**src/rtl/ws_array_ctrl.sv**
```systemverilog
// Job sequencer for the weight-stationary MAC array: weight preload, activation streaming, result flagging.
// Optional busy-cycle counter port perf_cycles is enabled by defining WS_CTRL_PERF_EN.
module ws_array_ctrl #(
    parameter int ROWS  = 4,
    parameter int COLS  = 4,
    parameter int VEC_W = 16
) (
    input  logic                     clk,
    input  logic                     reset,
    input  logic                     start,
    input  logic                     keep_wt,
    input  logic [VEC_W-1:0]         num_vec,
    output logic                     busy,
    output logic                     done,
    output logic                     wt_rd_en,
    output logic [$clog2(ROWS)-1:0]  wt_rd_addr,
    output logic                     wt_load,
    output logic                     act_rd_en,
    output logic [VEC_W-1:0]         act_rd_addr,
    output logic                     out_valid,
`ifdef WS_CTRL_PERF_EN
    output logic [31:0]              perf_cycles,
`endif
    output logic [VEC_W-1:0]         out_idx
);

    localparam int AW   = $clog2(ROWS);
    localparam int PH_W = $clog2(ROWS + 1);
    localparam int SK_W = $clog2(ROWS + COLS + 1);
    localparam logic [PH_W-1:0] PH_LAST = PH_W'(ROWS);
    localparam logic [SK_W-1:0] SK_MAX  = SK_W'(ROWS + COLS);

    typedef enum logic [2:0] {IDLE, LOAD_WT, STREAM, DRAIN, DONE} state_e;

    state_e            state_q, state_d;
    logic [VEC_W-1:0]  n_q, n_d;
    logic [PH_W-1:0]   ph_q, ph_d;
    logic [VEC_W-1:0]  rd_idx_q, rd_idx_d;
    logic [SK_W-1:0]   skew_q, skew_d;
    logic [VEC_W-1:0]  out_idx_q, out_idx_d;
    logic [AW-1:0]     wt_rd_addr_q, wt_rd_addr_d;
    logic              busy_q, busy_d;
    logic              done_q, done_d;
    logic              wt_rd_en_q, wt_rd_en_d;
    logic              wt_load_q, wt_load_d;
    logic              act_rd_en_q, act_rd_en_d;
    logic              out_valid_q, out_valid_d;

    always_comb begin
        state_d      = state_q;
        n_d          = n_q;
        ph_d         = ph_q;
        rd_idx_d     = rd_idx_q;
        skew_d       = skew_q;
        out_idx_d    = out_idx_q;
        wt_rd_addr_d = wt_rd_addr_q;

        case (state_q)
            IDLE: begin
                if (start) begin
                    n_d      = num_vec;
                    ph_d     = '0;
                    rd_idx_d = '0;
                    skew_d   = '0;
                    if (!keep_wt)             state_d = LOAD_WT;
                    else if (num_vec != '0)   state_d = STREAM;
                    else                      state_d = DONE;
                end
            end
            LOAD_WT: begin
                if (ph_q == PH_LAST) state_d = (n_q != '0) ? STREAM : DONE;
                else                 ph_d    = ph_q + 1'b1;
            end
            STREAM: begin
                if (rd_idx_q == n_q - 1'b1) state_d  = DRAIN;
                else                        rd_idx_d = rd_idx_q + 1'b1;
            end
            DRAIN: begin
                if (out_valid_q && out_idx_q == n_q - 1'b1) state_d = DONE;
            end
            DONE:    state_d = IDLE;
            default: state_d = IDLE;
        endcase

        // skew counter measures cycles since the first STREAM cycle, saturating at the pipeline depth
        if ((state_q == STREAM || state_q == DRAIN) && skew_q != SK_MAX)
            skew_d = skew_q + 1'b1;

        // outputs are computed for the upcoming cycle so every port comes straight from a flop
        wt_rd_en_d  = (state_d == LOAD_WT) && (ph_d != PH_LAST);
        wt_load_d   = (state_d == LOAD_WT) && (ph_d != '0);
        act_rd_en_d = (state_d == STREAM);
        out_valid_d = (state_d == STREAM || state_d == DRAIN) && (skew_d == SK_MAX);
        busy_d      = (state_d != IDLE);
        done_d      = (state_d == DONE);

        if (wt_rd_en_d)
            wt_rd_addr_d = AW'(ROWS - 1 - int'(ph_d));
        if (out_valid_d)
            out_idx_d = out_valid_q ? out_idx_q + 1'b1 : '0;
    end

    always_ff @(posedge clk or negedge reset) begin
        if (!reset) begin
            state_q      <= IDLE;
            n_q          <= '0;
            ph_q         <= '0;
            rd_idx_q     <= '0;
            skew_q       <= '0;
            out_idx_q    <= '0;
            wt_rd_addr_q <= '0;
            busy_q       <= 1'b0;
            done_q       <= 1'b0;
            wt_rd_en_q   <= 1'b0;
            wt_load_q    <= 1'b0;
            act_rd_en_q  <= 1'b0;
            out_valid_q  <= 1'b0;
        end else begin
            state_q      <= state_d;
            n_q          <= n_d;
            ph_q         <= ph_d;
            rd_idx_q     <= rd_idx_d;
            skew_q       <= skew_d;
            out_idx_q    <= out_idx_d;
            wt_rd_addr_q <= wt_rd_addr_d;
            busy_q       <= busy_d;
            done_q       <= done_d;
            wt_rd_en_q   <= wt_rd_en_d;
            wt_load_q    <= wt_load_d;
            act_rd_en_q  <= act_rd_en_d;
            out_valid_q  <= out_valid_d;
        end
    end

    assign busy        = busy_q;
    assign done        = done_q;
    assign wt_rd_en    = wt_rd_en_q;
    assign wt_rd_addr  = wt_rd_addr_q;
    assign wt_load     = wt_load_q;
    assign act_rd_en   = act_rd_en_q;
    assign act_rd_addr = rd_idx_q;
    assign out_valid   = out_valid_q;
    assign out_idx     = out_idx_q;

`ifdef WS_CTRL_PERF_EN
    logic [31:0] perf_q, perf_d;

    always_comb begin
        perf_d = perf_q;
        if (state_q == IDLE && start)
            perf_d = '0;
        else if (busy_q && perf_q != '1)
            perf_d = perf_q + 1'b1;
    end

    always_ff @(posedge clk or negedge reset) begin
        if (!reset) perf_q <= '0;
        else        perf_q <= perf_d;
    end

    assign perf_cycles = perf_q;
`endif

endmodule

```
**config.mk**
```make
export PLATFORM = sky130hd
export DESIGN_NAME = ws_array_ctrl
export DESIGN_NICKNAME = d
export VERILOG_FILES = /design/src/rtl/ws_array_ctrl.sv
export SDC_FILE = /design/constraint.sdc
export NUM_CORES = 1
export LEC_CHECK = 0
export CAP_MARGIN = 30
export CORE_MARGIN = 4
export CORE_UTILIZATION = 30
export CTS_BUF_LIST = sky130_fd_sc_hd__clkbuf_8
export CTS_CLUSTER_SIZE = 24
export DETAILED_ROUTE_END_ITERATION = 16
export GPL_TIMING_DRIVEN = 0
export HOLD_SLACK_MARGIN = 0.12
export PLACE_DENSITY = 0.49
export SYNTH_ARGS = -nofsm -noshare
export SYNTH_HDL_FRONTEND = slang
export SYNTH_SLANG_ARGS = --single-unit
export TNS_END_PERCENT = 30
```
**constraint.sdc**
```tcl
create_clock -name clk -period 9.4 [get_ports clk]
set_input_delay 0.94 -clock clk [delete_from_list [all_inputs] [get_ports clk]]
set_output_delay 0.94 -clock clk [all_outputs]
set_load 0.02 [all_outputs]
```
==> flow_summary_export.csv <==
group,metric,value,unit
status,status,"complete, no violations",
grt,grt-ovfl-total,0,
setup_path,critPathMaxStageDelay,0.73,ns
sta,finClkSkew,0.00891,ns
sta,drv_slew,0,
final_layout,finalNetCount,586,
die,start_util,0.306,
sta,slew_headroom,0.384,
sta,setup_violations,0,
clock_tree,cts_root_buffer,"clkbuf_8",
clock_tree,htreeDepth,3,
setup_path,worstPathCellList,"clkdlybuf4s50_1 -> nor4b_2 -> a21oi_1 -> a32o_1 -> or2_2 -> a2111oi_0 -> o21ai_2 -> or2_4 -> buf_12 -> o31ai_2",
power_and_ir_drop,powerDensity,246,nW/µm²
route,vias,3880,
sta,timing.fmax,249,MHz
setup_path,crit_type,"input port to register",
synthesis,synthSimpleGateAreaFrac,0.277,
grt,antenna_found_initial,0,
synthesis,synth_xor_area_frac,0.113,
final_layout,layout_commonest_cell,"nand2_1",
power_and_ir_drop,fin_total_pwr,1.30,mW
final_layout,drive_gt1_frac,0.0833,
grt,grt_pass1_vias,3728,
synthesis,synth_top_family_by_area,"simple AND/OR/NAND/NOR gates",
setup_path,crit_start,"start",
synthesis,synth_area,4250,µm²
final_layout,design_area,5280,µm²
synthesis,synthAdderAreaFrac,0.0206,
die,die_y,127,µm
synthesis,syn_nets,516,
place,dp_hpwl,9130,µm
final_layout,layout_common_cells,"nand2_1 (74), dfrtp_1 (66), clkdlybuf4s50_1 (58), xnor2_1 (38), nor2_1 (35)",
clock_tree,cts_resized,0,
job,drv_cap,0,
die,io_pins,60,
final_layout,area_growth,24.1,%
route,met3_wirelength,663,µm
route,antenna_left,0,
synthesis,syn_inst,489,
synthesis,yosysUniqueCellTypes,59,
die,core_region_area,13900,µm²
synthesis,ys_seq_elements,66,
synthesis,synth_compound_area_frac,0.156,
grt,grt_pass1_wl,20500,µm
clock_tree,path_clk_slew,0.08,ns
min_path,holdCritStartpoint,"wt_rd_addr[0]$_DFFE_PN0P_",
synthesis,synth.yosys.seq_area_share,0.388,
setup_path,worst_setup_path_start_kind,"input port",
setup_path,cp.required,9.67,ns
die,dieArea,16100,µm²
final_layout,antenna_cells,0,
setup_path,end_kind,"register",
synthesis,synth_edf_count,0,
clock_tree,cts_buffers,9,
synthesis,synth_area_per_cell,8.70,µm²
clock_tree,post_cts_buffers,0,
route,firstDrtPassIters,4,
sta,worst_pin_slew,0.916,ns
sta,holdWs,0.509,ns
route,wl,12300,µm
sta,finalHoldViolCount,0,
sta,rsz0062_at_grt,"no",
clock_tree,cts_hold_buf,0,
sta,fin_tns_setup,0,ns
route,met1_length,6000,µm
synthesis,synthMuxAreaShare,0.00235,
clock_tree,cts_tree,"built",
clock_tree,clock-sinks,66,
synthesis,synth-main-ff-cell,"dfrtp_1",
route,maxUsedRoutingLayer,"met4",
synthesis,async_flop_share,1.00,
clock_tree,clk_latency,0.36,ns
grt,grt_max_degree,67,
die,num_rows,43,
place,io_buffers,59,
sta,final.period_utilization,0.427,
min_path,hold_path.class,"register to register",
route,wl_met2,5490,µm
setup_path,r2r_start,"n_q[0]$_DFFE_PN0P_",
grt,grt.total_usage,0.161,
setup_path,cp.arrival,4.28,ns
synthesis,yosysWarnings,0,
final_layout,final_core_util,0.380,
route,drc,0,
setup_path,crit_slowest_cell,"nor4b_2",
place,gp_congestion,0.862,
power_and_ir_drop,ir_drop,0.0000792,V
clock_tree,clockBufferDepth,2,
setup_path,crit_path_max_fanout,10,
place,placed_area,5070,µm²
die,die_w,127,µm
final_layout,nFillCells,1442,
sta,period_minus_slack,4.01,ns
route,viasPerCell,5.22,
route,drt_iter0_drc,312,
route,routedWlPerCell,16.6,µm
power_and_ir_drop,leakage,2.12,nW
==> metrics by stage <==
stage,cells,setup slack (ns)
2_1_floorplan,489,6.15
3_3_place_gp,728,4.98
3_5_place_dp,728,4.93
4_1_cts,744,5.33
5_1_grt,744,5.07
6_report,744,5.39
==> final timing paths <==
check                      slack (ns)  depth (start not counted)                    endpoint
max reg2reg                      5.67                         12  act_rd_addr[8]$_DFFE_PN0P_
min in group asynchronous        0.67                          1         act_rd_en$_DFF_PN0_
min                              0.51                          1   wt_rd_addr[0]$_DFFE_PN0P_
min reg2reg                      0.51                          1   wt_rd_addr[0]$_DFFE_PN0P_
max                              5.39                         10     out_idx[11]$_DFFE_PN0P_
max in group asynchronous        8.13                          1     out_idx[10]$_DFFE_PN0P_
==> where the power goes <==
group | internal, mW | switching, mW | total (mW)
clock network | 0.147 | 0.119 | 0.266
logic | 0.250 | 0.381 | 0.630
registers | 0.350 | 0.0547 | 0.404
total | 0.746 | 0.554 | 1.30
==> layer usage <==
layer,GRT usage,vias up
met1,0.231,1884
met2,0.240,97
met5,0,-
met4,0.0498,0
li1,-,1885
met3,0.0376,14
==> flip-flops by register name, indices dropped and copies added, names as in the netlist, 2 cells and up <==
register / count
n_q: 16
wt_rd_addr: 2
ph_q: 3
skew_q: 4
state_q: 3
out_idx: 16
act_rd_addr: 16
==> worst max-delay path, delay by kind of cell <==
kind | cells | cell delay [ns]
buffers and inverters | 2 | 0.73
and+or+nand+nor | 3 | 1.32
AOI/OAI and AO/OA | 5 | 1.29
==> cells in the mapped netlist, drive strengths merged (4+ instances only) <==
library cell	count	area (µm²)
dfrtp	66	1650
nor2	35	131
buf	8	66.3
o31ai	10	100
nor4	14	115
and3	8	50.1
nand2	74	278
or3	7	43.8
nand3	16	80.1
a21oi	16	80.1
nand3b	6	45.0
nor3	12	60.1
or4	7	52.6
o21ai	40	223
nand4	14	87.6
ha	7	87.6
o21a	4	30.0
or2	4	27.5
xnor2	38	333
xor2	17	149
inv	11	41.3
nand2b	9	56.3
clkbuf	19	71.3
o211ai	5	37.5
and2	4	25.0
==> cells by family (layout without fill, tap and decap cells) <==
logic type,Yosys count,after routing
xor gates and xnor gates,55,55
buffers and inverters,38,113
AOI/OAI and AO/OA,98,98
muxes,1,1
DFF,66,66
and+or+nand+nor,224,224
adders and majority gates,7,7
==> area by class of cell <==
cell class / instances / area (µm²) / area share
Timing Repair Buffer: 59 / 588 / 0.111
Clock inverter: 7 / 86.3 / 0.0164
Inverter: 11 / 41.3 / 0.00782
Tap cell: 180 / 225 / 0.0427
Multi-Input combinational cell: 385 / 2420 / 0.459
Buffer: 27 / 138 / 0.0261
Sequential cell: 66 / 1650 / 0.313
Clock buffer: 9 / 124 / 0.0235
(Power assumes the default switching activity.)
==> variant 1, RTL diff (same settings) <==
Set the parameter `COLS` to 2 (it was 4).
--- a/src/rtl/ws_array_ctrl.sv
+++ b/src/rtl/ws_array_ctrl.sv
@@ -4,3 +4,3 @@
     parameter int ROWS  = 4,
-    parameter int COLS  = 4,
+    parameter int COLS  = 2,
     parameter int VEC_W = 16
Function: changed (a bounded check fails within 10 cycles, from zero or initial values and one cycle with reset low).
==> variant 1 against the unedited design <==
Sequential cell count is 1 lower; die area is 8.2% higher; design area is 7.0% higher; power is 8.5% higher; sequential share of layout area is 2.5 points lower; via count is 13% higher; synthesized area is 8.8% higher; wire length is 13% higher; largest cell class unchanged; clock skew is 0.0056 ns higher; setup slack better by 0.31 ns; critical path type unchanged.
==> variant 1: results (changes against the unedited design) <==
- Pre-CTS setup slack: 5.267 ns (was 4.929 ns)
- Final nets: 650 (was 586)
- Post-DP HPWL: 10470 µm (was 9135 µm)
- Met2 Use GR: 26.23% (was 23.97%)
- CP max-delay cell: a21boi_0 (was nor4b_2)
- Fraction of layout cells with a size suffix above 1: 8.293% (was 8.333%)
- Top post-synthesis cells by area: dfrtp_1, nand2_1, o21ai_0 (was dfrtp_1, xnor2_1, nand2_1)
- Met1 GRT Util: 22.97% (was 23.07%)
- Crit-path max cell delay: 0.60 ns (was 0.73 ns)
- Routed length on met3: 691 µm (was 663 µm)
- Largest net degree at the start of global routing: 66 (was 67)
- Worst R2R Setup Slack: 5.76 ns (was 5.67 ns)
- Top cells by count, synth: nand2_1, dfrtp_1, o21ai_0 (was nand2_1, dfrtp_1, xnor2_1)
- WHS: 0.5003 ns (was 0.5089 ns)
- XOR/XNOR Fraction of Synth Area: 5.704% (was 11.32%)
- R2R depth: 11 (was 12)
- Skew final: 0.01455 ns (was 0.008907 ns)
- Met2 wire length: 6457 µm (was 5490 µm)
- Mean routed wirelength per cell: 17.14 µm (was 16.58 µm)
- Status: completed (unchanged)
- Yosys cell types: 68 (was 59)
- Clk. pwr: 0.248 mW (was 0.266 mW)
- Syn nets: 580 (was 516)
- Worst slew pin tran: 0.8789 ns (was 0.9159 ns)
- Wire length on met1: 6538 µm (was 6002 µm)
- Seq/Total Area, Yosys: 35.14% (was 38.82%)
- Tcrit/Tclk final: 39.37% (was 42.71%)
- Mux cell area share after synthesis: 2.325% (was 0.2353%)
- Int Pwr: 0.7853 mW (was 0.7463 mW)
- Total track usage: 16.67% (was 16.06%)
- Initial DRC count: 305 (was 312)
- Routability cong.: 0.8117 (was 0.8615)
- Vias: 4394 (was 3880)
- First-pass GRT wire length: 23620 µm (was 20540 µm)
- VDD IR max: 0.0001133 V (was 0.00007916 V)
- Crit path arrival time: 3.92 ns (was 4.28 ns)
==> variant 1: kinds of logic after synthesis <==
logic type / after synthesis
simple gates: 261
compound gates: 124
flops: 65
buf+inv: 59
xor+xnor: 27
mux: 10
fa+ha+maj: 7
==> variant 1: final timing paths <==
path                                 end
max                           out_idx[8]
min                        wt_rd_addr[0]
max reg2reg                   out_idx[9]
min reg2reg                wt_rd_addr[0]
max in group asynchronous         n_q[3]
min in group asynchronous     out_idx[5]
==> variant 1: area by class of cell <==
class / instances / area (µm²)
Sequential cell: 65 / 1627
Inverter: 21 / 78.83
Clock buffer: 11 / 151.4
Timing Repair Buffer: 59 / 588.1
Buffer: 38 / 191.4
Fill cell: 1553 / 9499
Multi-Input combinational cell: 429 / 2731
Clock inverter: 4 / 43.79
Tap cell: 188 / 235.2
==> variant 1: metrics by stage <==
step	std cells	util [%]	total power [mW]
finish	815	37.28	1.411
global route	815	37.28	1.536
CTS	815	37.28	1.427
detailed placement	800	35.99	1.168
global placement	800	36.01	1.154
floorplan	553	-	0.9506
==> variant 2, RTL diff (same flow settings) <==
Made on the original files. Add an input register stage for `keep_wt` and `num_vec`, cleared by the reset; this delays them by one clock. The other inputs are not delayed to match.
--- a/src/rtl/ws_array_ctrl.sv
+++ b/src/rtl/ws_array_ctrl.sv
@@ -34,2 +34,15 @@
 
+    logic keep_wt_q;
+    logic [VEC_W-1:0] num_vec_q;
+
+    always_ff @(posedge clk or negedge reset) begin
+        if (!reset) begin
+            keep_wt_q <= '0;
+            num_vec_q <= '0;
+        end else begin
+            keep_wt_q <= keep_wt;
+            num_vec_q <= num_vec;
+        end
+    end
+
     state_e            state_q, state_d;
@@ -60,3 +73,3 @@
                 if (start) begin
-                    n_d      = num_vec;
+                    n_d      = num_vec_q;
                     ph_d     = '0;
@@ -64,4 +77,4 @@
                     skew_d   = '0;
-                    if (!keep_wt)             state_d = LOAD_WT;
-                    else if (num_vec != '0)   state_d = STREAM;
+                    if (!keep_wt_q)             state_d = LOAD_WT;
+                    else if (num_vec_q != '0)   state_d = STREAM;
                     else                      state_d = DONE;
Formal check against the unedited RTL: not equivalent (a bounded check fails within 4 cycles, from zero or initial values and one cycle with reset low).
==> variant 2 against the unedited design <==
Sequential cell count up 17; fmax up 9.4%; count of clock-buffer cells in the layout unchanged; worst hold slack worse by 0.035 ns; wire length up 8.0%; synthesized cell count up 4.5%; power up 5.8%; register-to-register slack better by 0.06 ns; design area up 9.2%; non-clock buffer count up 1; sequential share of layout area up 4.7 points; setup slack better by 0.34 ns; synthesized area up 10%; critical path type is now flop to flop; largest power group unchanged; highest routed layer unchanged.
==> variant 2: results (changes against the unedited design) <==
- Fraction of layout cells with a size suffix above 1: 6.803% (was 8.333%)
- Top cells by count, synth: dfrtp_1, nand2_1, o21ai_0 (was nand2_1, dfrtp_1, xnor2_1)
- Total track usage: 15.46% (was 16.06%)
- Crit path arrival time: 3.93 ns (was 4.28 ns)
- Final Critical Period: 3.671 ns (was 4.015 ns)
- Placed inst area: 0.005567 mm² (was 0.005067 mm²)
- Top post-synthesis cells by area: dfrtp_1, nand2_1, o21ai_0 (was dfrtp_1, xnor2_1, nand2_1)
- Met2 Use GR: 24.83% (was 23.97%)
- Worst slew pin tran: 0.8351 ns (was 0.9159 ns)
- Syn nets: 538 (was 516)
- Status: completed (unchanged)
- Yosys cell types: 64 (was 59)
- Leakage: 2.362 nW (was 2.123 nW)
- Routing usage on met3: 2.624% (was 3.763%)
- Skew final: 0.01820 ns (was 0.008907 ns)
- Number of global-route vias before repair: 4061 (was 3728)
- Share of the synthesized area in the top cell type: 44.39% (was 38.82%)
- Largest net degree at the start of global routing: 53 (was 67)
- Initial DRC count: 260 (was 312)
- Worst-path clk slew: 0.10 ns (was 0.08 ns)
- Skew-Pair Late Insertion Delay: 0.38 ns (was 0.36 ns)
- Pre-CTS setup slack: 5.344 ns (was 4.929 ns)
- Routed length on met3: 469 µm (was 663 µm)
- Met1 GRT Util: 20.54% (was 23.07%)
- Via-per-instance ratio: 5.158 (was 5.215)
- First-pass GRT wire length: 21740 µm (was 20540 µm)
-- variant 2: power breakdown --
part / switching, mW / internal (mW)
sequential: 0.0748 / 0.425
combinational: 0.366 / 0.242
clock: 0.144 / 0.124
total: 0.585 / 0.791
-- variant 2: area by class of cell --
cell class	instances	area share [%]
Clock inverter	7	1.281
Buffer	26	2.084
Tap cell	211	4.580
Sequential cell	83	36.03
Inverter	15	0.9768
Timing Repair Buffer	61	10.81
Multi-Input combinational cell	387	42.09
Clock buffer	9	2.149
-- variant 2: critical path, stage by stage (launching register included) --
cell and delay, ns:
dfrtp_1 0.49, inv_1 0.13, ha_1 0.25, nor2b_1 0.15
clkbuf_1 0.40, nand4_1 0.17, xor2_1 0.40, xnor2_1 0.13
or4_1 0.59, o21ai_2 0.39, buf_4 0.25, o21ai_0 0.10
o41ai_1 0.09
-- variant 2: stage by stage --
stage	hold WS [ns]	std cells
2_1_floorplan	0.4391	511
3_3_place_gp	0.4566	781
3_5_place_dp	0.4556	783
4_1_cts	0.4780	799
5_1_grt	0.5013	799
6_report	0.4734	799
-- variant 2: path summary, 6_finish.rpt --
path | to | cells after the start | startpoint
max reg2reg | out_idx[9] | 12 | n_q[0]
max | out_idx[9] | 12 | n_q[0]
min in group asynchronous | out_idx[15] | 1 | reset
max in group asynchronous | act_rd_addr[15] | 2 | reset
min | n_q[9] | 2 | num_vec_q[9]
min reg2reg | n_q[9] | 2 | num_vec_q[9]
-- variant 2: logic make-up after synthesis --
| logic type | count (synthesis) | share of synthesized area (%) |
|---|---|---|
| fa+ha+maj | 7 | 1.872 |
| mux | 6 | 1.417 |
| flops | 83 | 44.38 |
| buf+inv | 41 | 3.770 |
| simple gates | 225 | 25.19 |
| xor+xnor | 37 | 7.807 |
| compound gates | 112 | 15.56 |
